### src/rtl/apb_spi_pkg.sv
// Shared constants for the APB SPI register block: register indices, reset values,
// write masks, spi_mode encodings and the APB slave state type.
package apb_spi_pkg;

    localparam logic [2:0] IDX_CR1 = 3'd0;
    localparam logic [2:0] IDX_CR2 = 3'd1;
    localparam logic [2:0] IDX_BR  = 3'd2;
    localparam logic [2:0] IDX_SR  = 3'd3;
    localparam logic [2:0] IDX_DR  = 3'd4;
    localparam logic [2:0] IDX_LVL = 3'd5;

    localparam logic [7:0] CR1_RESET = 8'h04;
    localparam logic [7:0] CR2_RESET = 8'h00;
    localparam logic [7:0] BR_RESET  = 8'h00;
    localparam logic [7:0] CR2_WMASK = 8'h1B;
    localparam logic [7:0] BR_WMASK  = 8'h77;

    localparam logic [1:0] MODE_RUN  = 2'b00;
    localparam logic [1:0] MODE_WAIT = 2'b01;
    localparam logic [1:0] MODE_STOP = 2'b10;

    typedef enum logic [1:0] {
        APB_IDLE   = 2'd0,
        APB_SETUP  = 2'd1,
        APB_ACCESS = 2'd2
    } apb_state_e;

endpackage

### src/rtl/spi_sync_fifo.sv
// First-word-fall-through synchronous FIFO with flush; a pop on the same edge as a
// push frees the slot, so a full FIFO still accepts a push paired with a pop.
module spi_sync_fifo #(
    parameter  int WIDTH = 8,
    parameter  int DEPTH = 4,
    localparam int PTR_W = (DEPTH > 1) ? $clog2(DEPTH) : 1,
    localparam int CNT_W = $clog2(DEPTH) + 1
) (
    input  logic             clk,
    input  logic             rst,
    input  logic             push,
    input  logic             pop,
    input  logic             flush,
    input  logic [WIDTH-1:0] din,
    output logic [WIDTH-1:0] dout,
    output logic             full,
    output logic             empty,
    output logic [CNT_W-1:0] count
);

    logic [WIDTH-1:0] mem_q [DEPTH];
    logic [PTR_W-1:0] wrPtr_q;
    logic [PTR_W-1:0] rdPtr_q;
    logic [CNT_W-1:0] count_q;
    logic             doPush;
    logic             doPop;

    assign full   = (count_q == CNT_W'(DEPTH));
    assign empty  = (count_q == '0);
    assign count  = count_q;
    assign dout   = mem_q[rdPtr_q];
    assign doPop  = pop && !empty;
    assign doPush = push && (!full || doPop);

    always_ff @(posedge clk) begin
        if (rst || flush) begin
            wrPtr_q <= '0;
            rdPtr_q <= '0;
            count_q <= '0;
        end else begin
            if (doPush) wrPtr_q <= wrPtr_q + PTR_W'(1);
            if (doPop)  rdPtr_q <= rdPtr_q + PTR_W'(1);
            count_q <= count_q + CNT_W'(doPush) - CNT_W'(doPop);
        end
    end

    always_ff @(posedge clk) begin
        if (doPush) mem_q[wrPtr_q] <= din;
    end

endmodule

### src/rtl/apb_spi_regfile.sv
// APB3 register block for the SPI controller with TX/RX FIFOs and level/status registers.
// Define APB_SPI_PSLVERR_EN to report erroneous accesses on PSLVERR; otherwise PSLVERR is 0.
module apb_spi_regfile import apb_spi_pkg::*; #(
    parameter  int DATA_W     = 8,
    parameter  int FIFO_DEPTH = 4,
    localparam int CNT_W      = $clog2(FIFO_DEPTH) + 1
) (
    input  logic              PClk,
    input  logic              PRESET,
    input  logic              PSEL,
    input  logic              PENABLE,
    input  logic              PWRITE,
    input  logic [2:0]        PADDR,
    input  logic [31:0]       PWDATA,
    output logic [31:0]       PRDATA,
    output logic              PREADY,
    output logic              PSLVERR,
    input  logic              SS,
    input  logic              tip,
    input  logic              wait_req,
    output logic [DATA_W-1:0] tx_data,
    output logic              tx_valid,
    input  logic              tx_pop,
    input  logic [DATA_W-1:0] rx_data,
    input  logic              rx_push,
    output logic              mstr,
    output logic              cpol,
    output logic              cpha,
    output logic              lsbfe,
    output logic              spiswai,
    output logic              ssoe,
    output logic              spe,
    output logic [2:0]        sppr,
    output logic [2:0]        spr,
    output logic [1:0]        spi_mode,
    output logic              spi_interrupt_request
);

    apb_state_e        state_q, state_d;
    logic [7:0]        cr1_q, cr2_q, br_q;
    logic              rxovr_q;
    logic              access, wrEn, rdEn, cfgWrOk, cr1Wr, flush;
    logic              txPush, rxPop, rxOverflow;
    logic              txFull, txEmpty, rxFull, rxEmpty;
    logic [DATA_W-1:0] rxDout;
    logic [CNT_W-1:0]  txCount, rxCount;
    logic              spie, sptie, modfen, modf, spif, sptef;
    logic [7:0]        srValue;
    logic [31:0]       rdata;
    logic              unusedPwdata;

    assign unusedPwdata = ^PWDATA;

    always_comb begin
        state_d = state_q;
        case (state_q)
            APB_IDLE:   if (PSEL && !PENABLE) state_d = APB_SETUP;
            APB_SETUP:  state_d = APB_ACCESS;
            APB_ACCESS: state_d = (PSEL && !PENABLE) ? APB_SETUP : APB_IDLE;
            default:    state_d = APB_IDLE;
        endcase
    end

    always_ff @(posedge PClk) begin
        if (PRESET) state_q <= APB_IDLE;
        else        state_q <= state_d;
    end

    assign access  = (state_q == APB_ACCESS) && PSEL && PENABLE;
    assign wrEn    = access && PWRITE;
    assign rdEn    = access && !PWRITE;
    assign cfgWrOk = wrEn && !tip;
    assign cr1Wr   = cfgWrOk && (PADDR == IDX_CR1);
    // Turning the block off discards everything queued in both directions.
    assign flush   = cr1Wr && cr1_q[6] && !PWDATA[6];
    assign txPush  = wrEn && (PADDR == IDX_DR);
    assign rxPop   = rdEn && (PADDR == IDX_DR);
    assign rxOverflow = rx_push && rxFull && !rxPop;

    always_ff @(posedge PClk) begin
        if (PRESET) begin
            cr1_q   <= CR1_RESET;
            cr2_q   <= CR2_RESET;
            br_q    <= BR_RESET;
            rxovr_q <= 1'b0;
        end else begin
            if (cr1Wr) cr1_q <= PWDATA[7:0];
            if (cfgWrOk && (PADDR == IDX_CR2)) cr2_q <= PWDATA[7:0] & CR2_WMASK;
            if (cfgWrOk && (PADDR == IDX_BR))  br_q  <= PWDATA[7:0] & BR_WMASK;
            if (rxOverflow)
                rxovr_q <= 1'b1;
            else if (wrEn && (PADDR == IDX_SR) && PWDATA[6])
                rxovr_q <= 1'b0;
        end
    end

    spi_sync_fifo #(.WIDTH(DATA_W), .DEPTH(FIFO_DEPTH)) u_txFifo (
        .clk(PClk), .rst(PRESET), .push(txPush), .pop(tx_pop), .flush(flush),
        .din(PWDATA[DATA_W-1:0]), .dout(tx_data), .full(txFull), .empty(txEmpty),
        .count(txCount)
    );

    spi_sync_fifo #(.WIDTH(DATA_W), .DEPTH(FIFO_DEPTH)) u_rxFifo (
        .clk(PClk), .rst(PRESET), .push(rx_push), .pop(rxPop), .flush(flush),
        .din(rx_data), .dout(rxDout), .full(rxFull), .empty(rxEmpty),
        .count(rxCount)
    );

    assign spie    = cr1_q[7];
    assign spe     = cr1_q[6];
    assign sptie   = cr1_q[5];
    assign mstr    = cr1_q[4];
    assign cpol    = cr1_q[3];
    assign cpha    = cr1_q[2];
    assign ssoe    = cr1_q[1];
    assign lsbfe   = cr1_q[0];
    assign modfen  = cr2_q[4];
    assign spiswai = cr2_q[1];
    assign sppr    = br_q[6:4];
    assign spr     = br_q[2:0];

    assign modf     = !SS && mstr && modfen && !ssoe;
    assign spif     = !rxEmpty;
    assign sptef    = !txFull;
    assign tx_valid = !txEmpty;
    assign srValue  = {spif, rxovr_q, sptef, modf, txEmpty, 3'b000};
    assign spi_interrupt_request = (spie && (spif || modf || rxovr_q)) || (sptie && sptef);

    always_comb begin
        if (!spe)                     spi_mode = MODE_STOP;
        else if (spiswai && wait_req) spi_mode = MODE_WAIT;
        else                          spi_mode = MODE_RUN;
    end

    always_comb begin
        rdata = '0;
        case (PADDR)
            IDX_CR1: rdata[7:0] = cr1_q;
            IDX_CR2: rdata[7:0] = cr2_q;
            IDX_BR:  rdata[7:0] = br_q;
            IDX_SR:  rdata[7:0] = srValue;
            IDX_DR:  if (!rxEmpty) rdata[DATA_W-1:0] = rxDout;
            IDX_LVL: begin
                rdata[23:16] = 8'(rxCount);
                rdata[7:0]   = 8'(txCount);
            end
            default: rdata = '0;
        endcase
    end

    assign PREADY = (state_q == APB_ACCESS) && !PRESET;
    assign PRDATA = PREADY ? rdata : 32'h0;

`ifdef APB_SPI_PSLVERR_EN
    logic errCond;

    always_comb begin
        errCond = 1'b0;
        case (PADDR)
            IDX_CR1, IDX_CR2, IDX_BR: errCond = PWRITE && tip;
            IDX_DR:                   errCond = PWRITE ? (txFull && !tx_pop) : rxEmpty;
            IDX_SR, IDX_LVL:          errCond = 1'b0;
            default:                  errCond = 1'b1;
        endcase
    end

    assign PSLVERR = access && !PRESET && errCond;
`else
    assign PSLVERR = 1'b0;
`endif

endmodule

### config.mk
export PLATFORM = sky130hd
export DESIGN_NAME = apb_spi_regfile
export DESIGN_NICKNAME = d
export VERILOG_FILES = /design/src/rtl/apb_spi_pkg.sv /design/src/rtl/spi_sync_fifo.sv /design/src/rtl/apb_spi_regfile.sv
export SDC_FILE = /design/constraint.sdc
export NUM_CORES = 1
export LEC_CHECK = 0
export ABC_AREA = 1
export BUFFER_PORTS_ARGS = -buffer_cell sky130_fd_sc_hd__buf_2
export CAP_MARGIN = 20
export CORE_ASPECT_RATIO = 0.6
export CORE_MARGIN = 2
export CORE_UTILIZATION = 50
export CTS_BUF_LIST = sky130_fd_sc_hd__clkbuf_8 sky130_fd_sc_hd__clkbuf_16
export CTS_CLUSTER_DIAMETER = 200
export DETAILED_ROUTE_END_ITERATION = 12
export MAX_ROUTING_LAYER = met4
export PLACE_DENSITY = 0.75
export SYNTH_ARGS = -nofsm -noshare
export SYNTH_HDL_FRONTEND = slang
export SYNTH_SLANG_ARGS = --single-unit
### constraint.sdc
create_clock -name PClk -period 2.7 [get_ports PClk]
set_input_delay 0.405 -clock PClk [delete_from_list [all_inputs] [get_ports PClk]]
set_output_delay 0.405 -clock PClk [all_outputs]
set_load 0.02 [all_outputs]
=== After elaboration in Yosys (flattened, before gate mapping) ===
Memories as Yosys holds them, arrays and structs flattened. A register that Yosys moved wholly into a read port is not among the register bits.
Cells that the tools add are included.

* Flip-flop bits (word level): 35
* Memory bits (writable): 64
* Logic and storage cells: 101
* Memories: 2

* $add $sub $neg: 8
* Equality and inequality tests: 10
* Muxes and demuxes: 19
* Reduce and logical (&&, ||, !) cells: 51

{| class="wikitable"
|+ Memories
! name !! depth !! bits a word !! rd ports !! clocked after memory_dff !! write ports !! RTL line !! RTL
|-
| u_rxFifo.mem_q || 4 || 8 || 1 || 1 || 1 || spi_sync_fifo.sv:21 || <nowiki>logic [WIDTH-1:0] mem_q [DEPTH];</nowiki>
|-
| u_txFifo.mem_q || 4 || 8 || 1 || 1 || 1 || spi_sync_fifo.sv:21 ||
|}

{| class="wikitable"
|+ Operators with widths
! kind !! count
|-
| $pmux 8 s6 || 1
|-
| $logic_and 1x1->1 || 28
|-
| $mux 24 || 1
|-
| $eq 3x3->1 const B || 4
|-
| $logic_not 1->1 || 12
|-
| $mux 2 || 6
|-
| $logic_not 3->1 || 3
|-
| $add 2x1->2 const B || 4
|-
| $mux 1 || 8
|-
| $mux 8 || 1
|-
| $add 3x1->3 || 2
|-
| $eq 3x2->1 const B || 2
|-
| $logic_or 1x1->1 || 6
|-
| $pmux 2 s3 || 1
|-
| $sub 3x1->3 || 2
|-
| $eq 3x1->1 const B || 1
|-
| $mux 3 || 1
|-
| $eq 2x1->1 const B || 1
|-
| $eq 2x2->1 const B || 1
|-
| $logic_not 2->1 || 1
|-
| $ne 2x2->1 const B || 1
|-
| $reduce_bool 2->1 || 1
|}

=== Logic depth before layout (Yosys ltp) ===
* Depth in word-level cells: 10
* Depth in mapped cells: 12
* Mapped depth without buffers: 12

=== By module ===
From an unflattened synthesis, not the netlist that was laid out.

* Cells, all modules: 547
* Area total of the unflattened synthesis: 4996.0 sq um

{| class="wikitable"
|+ By module, submodules not included
! module !! times used !! cells each !! area each (sq um)
|-
| spi_sync_fifo at u_txFifo || 1 || 149 || 1712.9
|-
| spi_sync_fifo at u_rxFifo || 1 || 146 || 1711.6
|-
| apb_spi_regfile || 1 || 252 || 1571.5
|}

=== Worst setup path after synthesis ===
Ideal clock, no wire load.

* Path type: in2reg
* From: input PADDR[1]
* To: register u_rxFifo.count_q[2], in the netlist u_rxFifo.count[2]
* Arrival time: 2.019 ns
* Data required time: 2.584 ns
* Slack: 0.566 ns
* Stages: 12
* Path buffers: 0
* Cells stage by stage: nor2_4 nand2_1 inv_1 nand3_2 nor2_4 ha_1 inv_1 ha_1 fa_1 xnor2_1 xor2_1 nor2_1

* Longest elaborated chain between the ends: 7
* Elaborated cells between the ends (all ways): 12
* Those cells by class: add/sub: 2; eq/ne: 1; reduce/logical: 9

{| class="wikitable"
|+ RTL lines
! element !! RTL line !! RTL
|-
| start: declaration || apb_spi_regfile.sv:13 || <nowiki>input logic [2:0] PADDR,</nowiki>
|-
| $eq 3x3->1 (*) || apb_spi_regfile.sv:77 || <nowiki>assign rxPop = rdEn && (PADDR == IDX_DR);</nowiki>
|-
| $logic_and 1x1->1 (*) || apb_spi_regfile.sv:77 ||
|-
| $logic_and 1x1->1 (*) || spi_sync_fifo.sv:32 || <nowiki>assign doPop = pop && !empty;</nowiki>
|-
| via u_rxFifo.doPop || spi_sync_fifo.sv:26 || <nowiki>logic doPop;</nowiki>
|-
| $logic_or 1x1->1 || spi_sync_fifo.sv:33 || <nowiki>assign doPush = push && (!full || doPop);</nowiki>
|-
| $logic_and 1x1->1 || spi_sync_fifo.sv:33 ||
|-
| $add 3x1->3 || spi_sync_fifo.sv:43 || <nowiki>count_q <= count_q + CNT_W'(doPush) - CNT_W'(doPop);</nowiki>
|-
| $sub 3x1->3 (*) || spi_sync_fifo.sv:43 ||
|-
| end signal: assignment || spi_sync_fifo.sv:43 ||
|-
| end: declaration || spi_sync_fifo.sv:24 || <nowiki>logic [CNT_W-1:0] count_q;</nowiki>
|}

The timed path passes the listed nets; every way through them passes the cells marked *.
A chain may end at the register's enable or synchronous reset.

=== Worst setup path after layout ===
* From: register u_rxFifo.count_q[1], in the netlist u_rxFifo.count[1]
* To: output PRDATA[7]

* Longest elaborated chain between the ends: 4
* Elaborated cells between the ends (all ways): 5
* Those cells by class: mux: 3; reduce/logical: 2

{| class="wikitable"
|+ RTL lines
! element !! RTL line !! RTL
|-
| $logic_not 3->1 (*) || spi_sync_fifo.sv:29 || <nowiki>assign empty = (count_q == '0);</nowiki>
|-
| $mux 8 or $logic_not 1->1 (tied branches) || apb_spi_regfile.sv:142, apb_spi_regfile.sv:123 ||
|-
| $pmux 8 s6 (*) || apb_spi_regfile.sv:137 || <nowiki>case (PADDR)</nowiki>
|-
| $mux 24 (*) || apb_spi_regfile.sv:152 || <nowiki>assign PRDATA = PREADY ? rdata : 32'h0;</nowiki>
|-
| end: declaration || apb_spi_regfile.sv:15 || <nowiki>output logic [31:0] PRDATA,</nowiki>
|}

Mark *: on every way between the ends. The rest lies on a longest branch, timed or not.

==> flow_metrics.tcl <==
set metrics [dict create \
    numCtsBuffers 9 \
    rrSetupSlack_ps 330 \
    final_cells 708 \
    first_iter_violations 357 \
    synthCells 498 \
    via_per_inst 5.06 \
    clkLatencyLatePin_ps 350 \
    timing.final.ws_setup_ps 293 \
    hold_class "input port to flip-flop" \
    cp_data_required_time_ps 2300 \
    synthArstFlopShare_pct 0 \
    post_drt_wl_per_cell_um 14.4 \
    preCtsSetupSlack_ps 190 \
    synth.distinct_cells 34 \
    worstSetupStartpoint "u_rxFifo.count[1]" \
    synthTopCellsByArea "edfxtp_1 41%, dfxtp_1 17%, nor2_1 8.5%, o21ai_0 5.9%, inv_1 4.7%" \
    slew_headroom_pct 60.6 \
    root_buffer "clkbuf_16" \
    slew_viol_final 0 \
    yosysTopAreaCellShare_pct 40.9 \
    core-area_um2 9160 \
    synth_top_area_cell "edfxtp_1" \
    leakage_nw 2.30 \
    synth_seq_area_share_pct 57.5 \
    synth_enable_flop_cells 64 \
    drv_cap 0 \
    cts_resized 0 \
    outcome "completed" \
    postCtsSetupBuffers 0 \
    clk_pin_slew_ps 60 \
    dp_hpwl_um 7550 \
    die_x_um 129 \
    yosys_warnings 0 \
    place_inst 692 \
    final_nets 640 \
    cts_tree "yes" \
    final_antenna_net_count 0 \
    setup-tns-final_ps 0 \
    nFillCells 743 \
    r2r_cells 11 \
    worst_pin_slew_ps 591 \
    multiInputGateArea_um2 1640 \
    path_max_fanout 8 \
    rsz0062_at_grt "false" \
    ys_seq_elements 103 \
    vdd_ir_drop_max_mv 0.355 \
    syn2layout_area_growth_pct 15.6 \
    reg2reg_from "u_rxFifo.count[1]" \
    place_congestion 0.851 \
    clock_path_buffers 2 \
    port_buffers 65 \
    synth_area_um2 4700 \
    fin_util_pct 59.4 \
    clock-sinks 103 \
    fin_crit_ps 2410 \
    vias 3580 \
    synth_ff_type "edfxtp_1" \
    drtPass1Iterations 4 \
    ios 112 \
    num_antenna_cells 0 \
    initial_utilization_pct 51.4 \
    critPathCapture "PRDATA[7]" \
    cts_max_level 3 \
    grtUsageTotal_pct 22.0 \
    holdBufCountCts 0 \
    power_density_nw_per_um2 714 \
    overflow 0 \
    path_class "flip-flop to output port" \
    die_y_um 79.1 \
    placed_area_um2 5130 \
    grt_max_degree 21 \
    routed_wl_um 10200 \
    rr_endpoint "u_rxFifo.count[2]" \
    grt_pass1_vias 3276 \
    final-hold-violation-count 0 \
    final_cell_area_um2 5440 \
    antenna_found_initial 0 \
    critPathCaptureType "output port" \
    die-area_um2 10200 \
    fin_crit_sh_pct 89.2 \
    grt_pass1_wl_um 16400 \
    drc 0 \
    cp-start-kind "flip-flop" \
    num_rows 27 \
    arrival_ps 2000 \
    register_area_um2 2700 \
    setup_viol 0 \
    finClkSkew_ps 8.25 \
    final_layout_size_suffix_gt1_share_pct 18.7 \
    fmax_ghz 0.415 \
    syn_avg_cell_area_um2 9.44 \
]
worst min-delay path by stage:
| stage | startpoint | endpoint | slack (ps) | cells past startpoint |
|---|---|---|---|---|
| floorplan | state_q[1] | state_q[1] | 420 | 1 |
| global placement | state_q[1] | state_q[1] | 430 | 1 |
| CTS | PENABLE | state_q[0] | 220 | 2 |
| global route | PENABLE | state_q[0] | 240 | 2 |
| finish | PENABLE | state_q[0] | 230 | 2 |
| detailed placement | state_q[1] | state_q[1] | 440 | 1 |
layout make-up:
type,count,area share [%]
tap,130,2.99
clock inverter,7,1.45
inverter,61,4.21
clock buffer,9,4.14
multi-input combinational,323,30.1
timing repair buffer,75,7.36
sequential,103,49.7
power breakdown:
group	leakage [nW]	internal (W)	switching [W]
sequential	0.897	0.00177	0.0000419
combinational	1.25	0.000235	0.000524
clock	0.150	0.000730	0.000580
per-layer routing:
layer  GRT usage [%]  routed length (um)
met5               -                   0
met4            6.85                 123
met3            5.39                 789
met2            31.3                4450
met1            31.2                4810
metrics by stage:
stage                     total power [W]  hold slack, ps
after floorplan                   0.00238             420
after global placement            0.00257             428
after detailed placement          0.00260             436
after CTS                         0.00389             217
after global routing              0.00407             237
final                             0.00388             226
cell usage after synthesis (2+ instances only):
cell / number
buf_4: 23
buf_2: 4
dfxtp_1: 39
xor2_1: 4
inv_1: 59
edfxtp_1: 64
o22ai_1: 15
o21ai_2: 2
nand2_1: 52
clkbuf_1: 4
nor3_1: 8
a21oi_1: 12
inv_2: 2
fa_1: 2
nor2_1: 106
nor2_2: 4
nand3_2: 2
ha_1: 12
nand3_1: 11
nor2_4: 5
o21ai_0: 55
flip-flops by register name, summed over array words and instances (netlist names), 3 cells and up, named ones only:
register        cells
br_q                6
cr1_q               8
cr2_q               4
u_rxFifo.count      3
u_rxFifo.mem_q     32
u_txFifo.count      3
u_txFifo.mem_q     32
cells by family (layout without fill, tap and decap cells):
logic type / Yosys count / after routing / share of synthesized area [%]
compound gates: 88 / 88 / 10.1
other cells: 1 / 22 / 0.0798
xor+xnor: 5 / 5 / 0.931
flops: 103 / 103 / 57.5
simple gates: 194 / 194 / 18.0
fa+ha+maj: 14 / 14 / 4.04
buf+inv: 93 / 152 / 9.37
critical path, stage by stage (launching register included):
cell and delay [ps]:
dfxtp_1 360, inv_1 100, nand3_1 190, inv_1 130, nor2_2 360, nand2_1 130, a31oi_1 180, buf_2 200
cells in the final DEF (no fill, tap or decap), types with 11 or more instances in the layout:
| cell type | count |
|---|---|
| edfxtp_1 | 64 |
| inv_1 | 60 |
| buf_2 | 65 |
| dfxtp_1 | 39 |
| conb_1 | 22 |
| a21oi_1 | 12 |
| nand3_1 | 11 |
| nor2_1 | 106 |
| o21ai_0 | 55 |
| ha_1 | 12 |
| o22ai_1 | 15 |
| nand2_1 | 52 |
No activity file was read; power rests on OpenSTA's default activity.
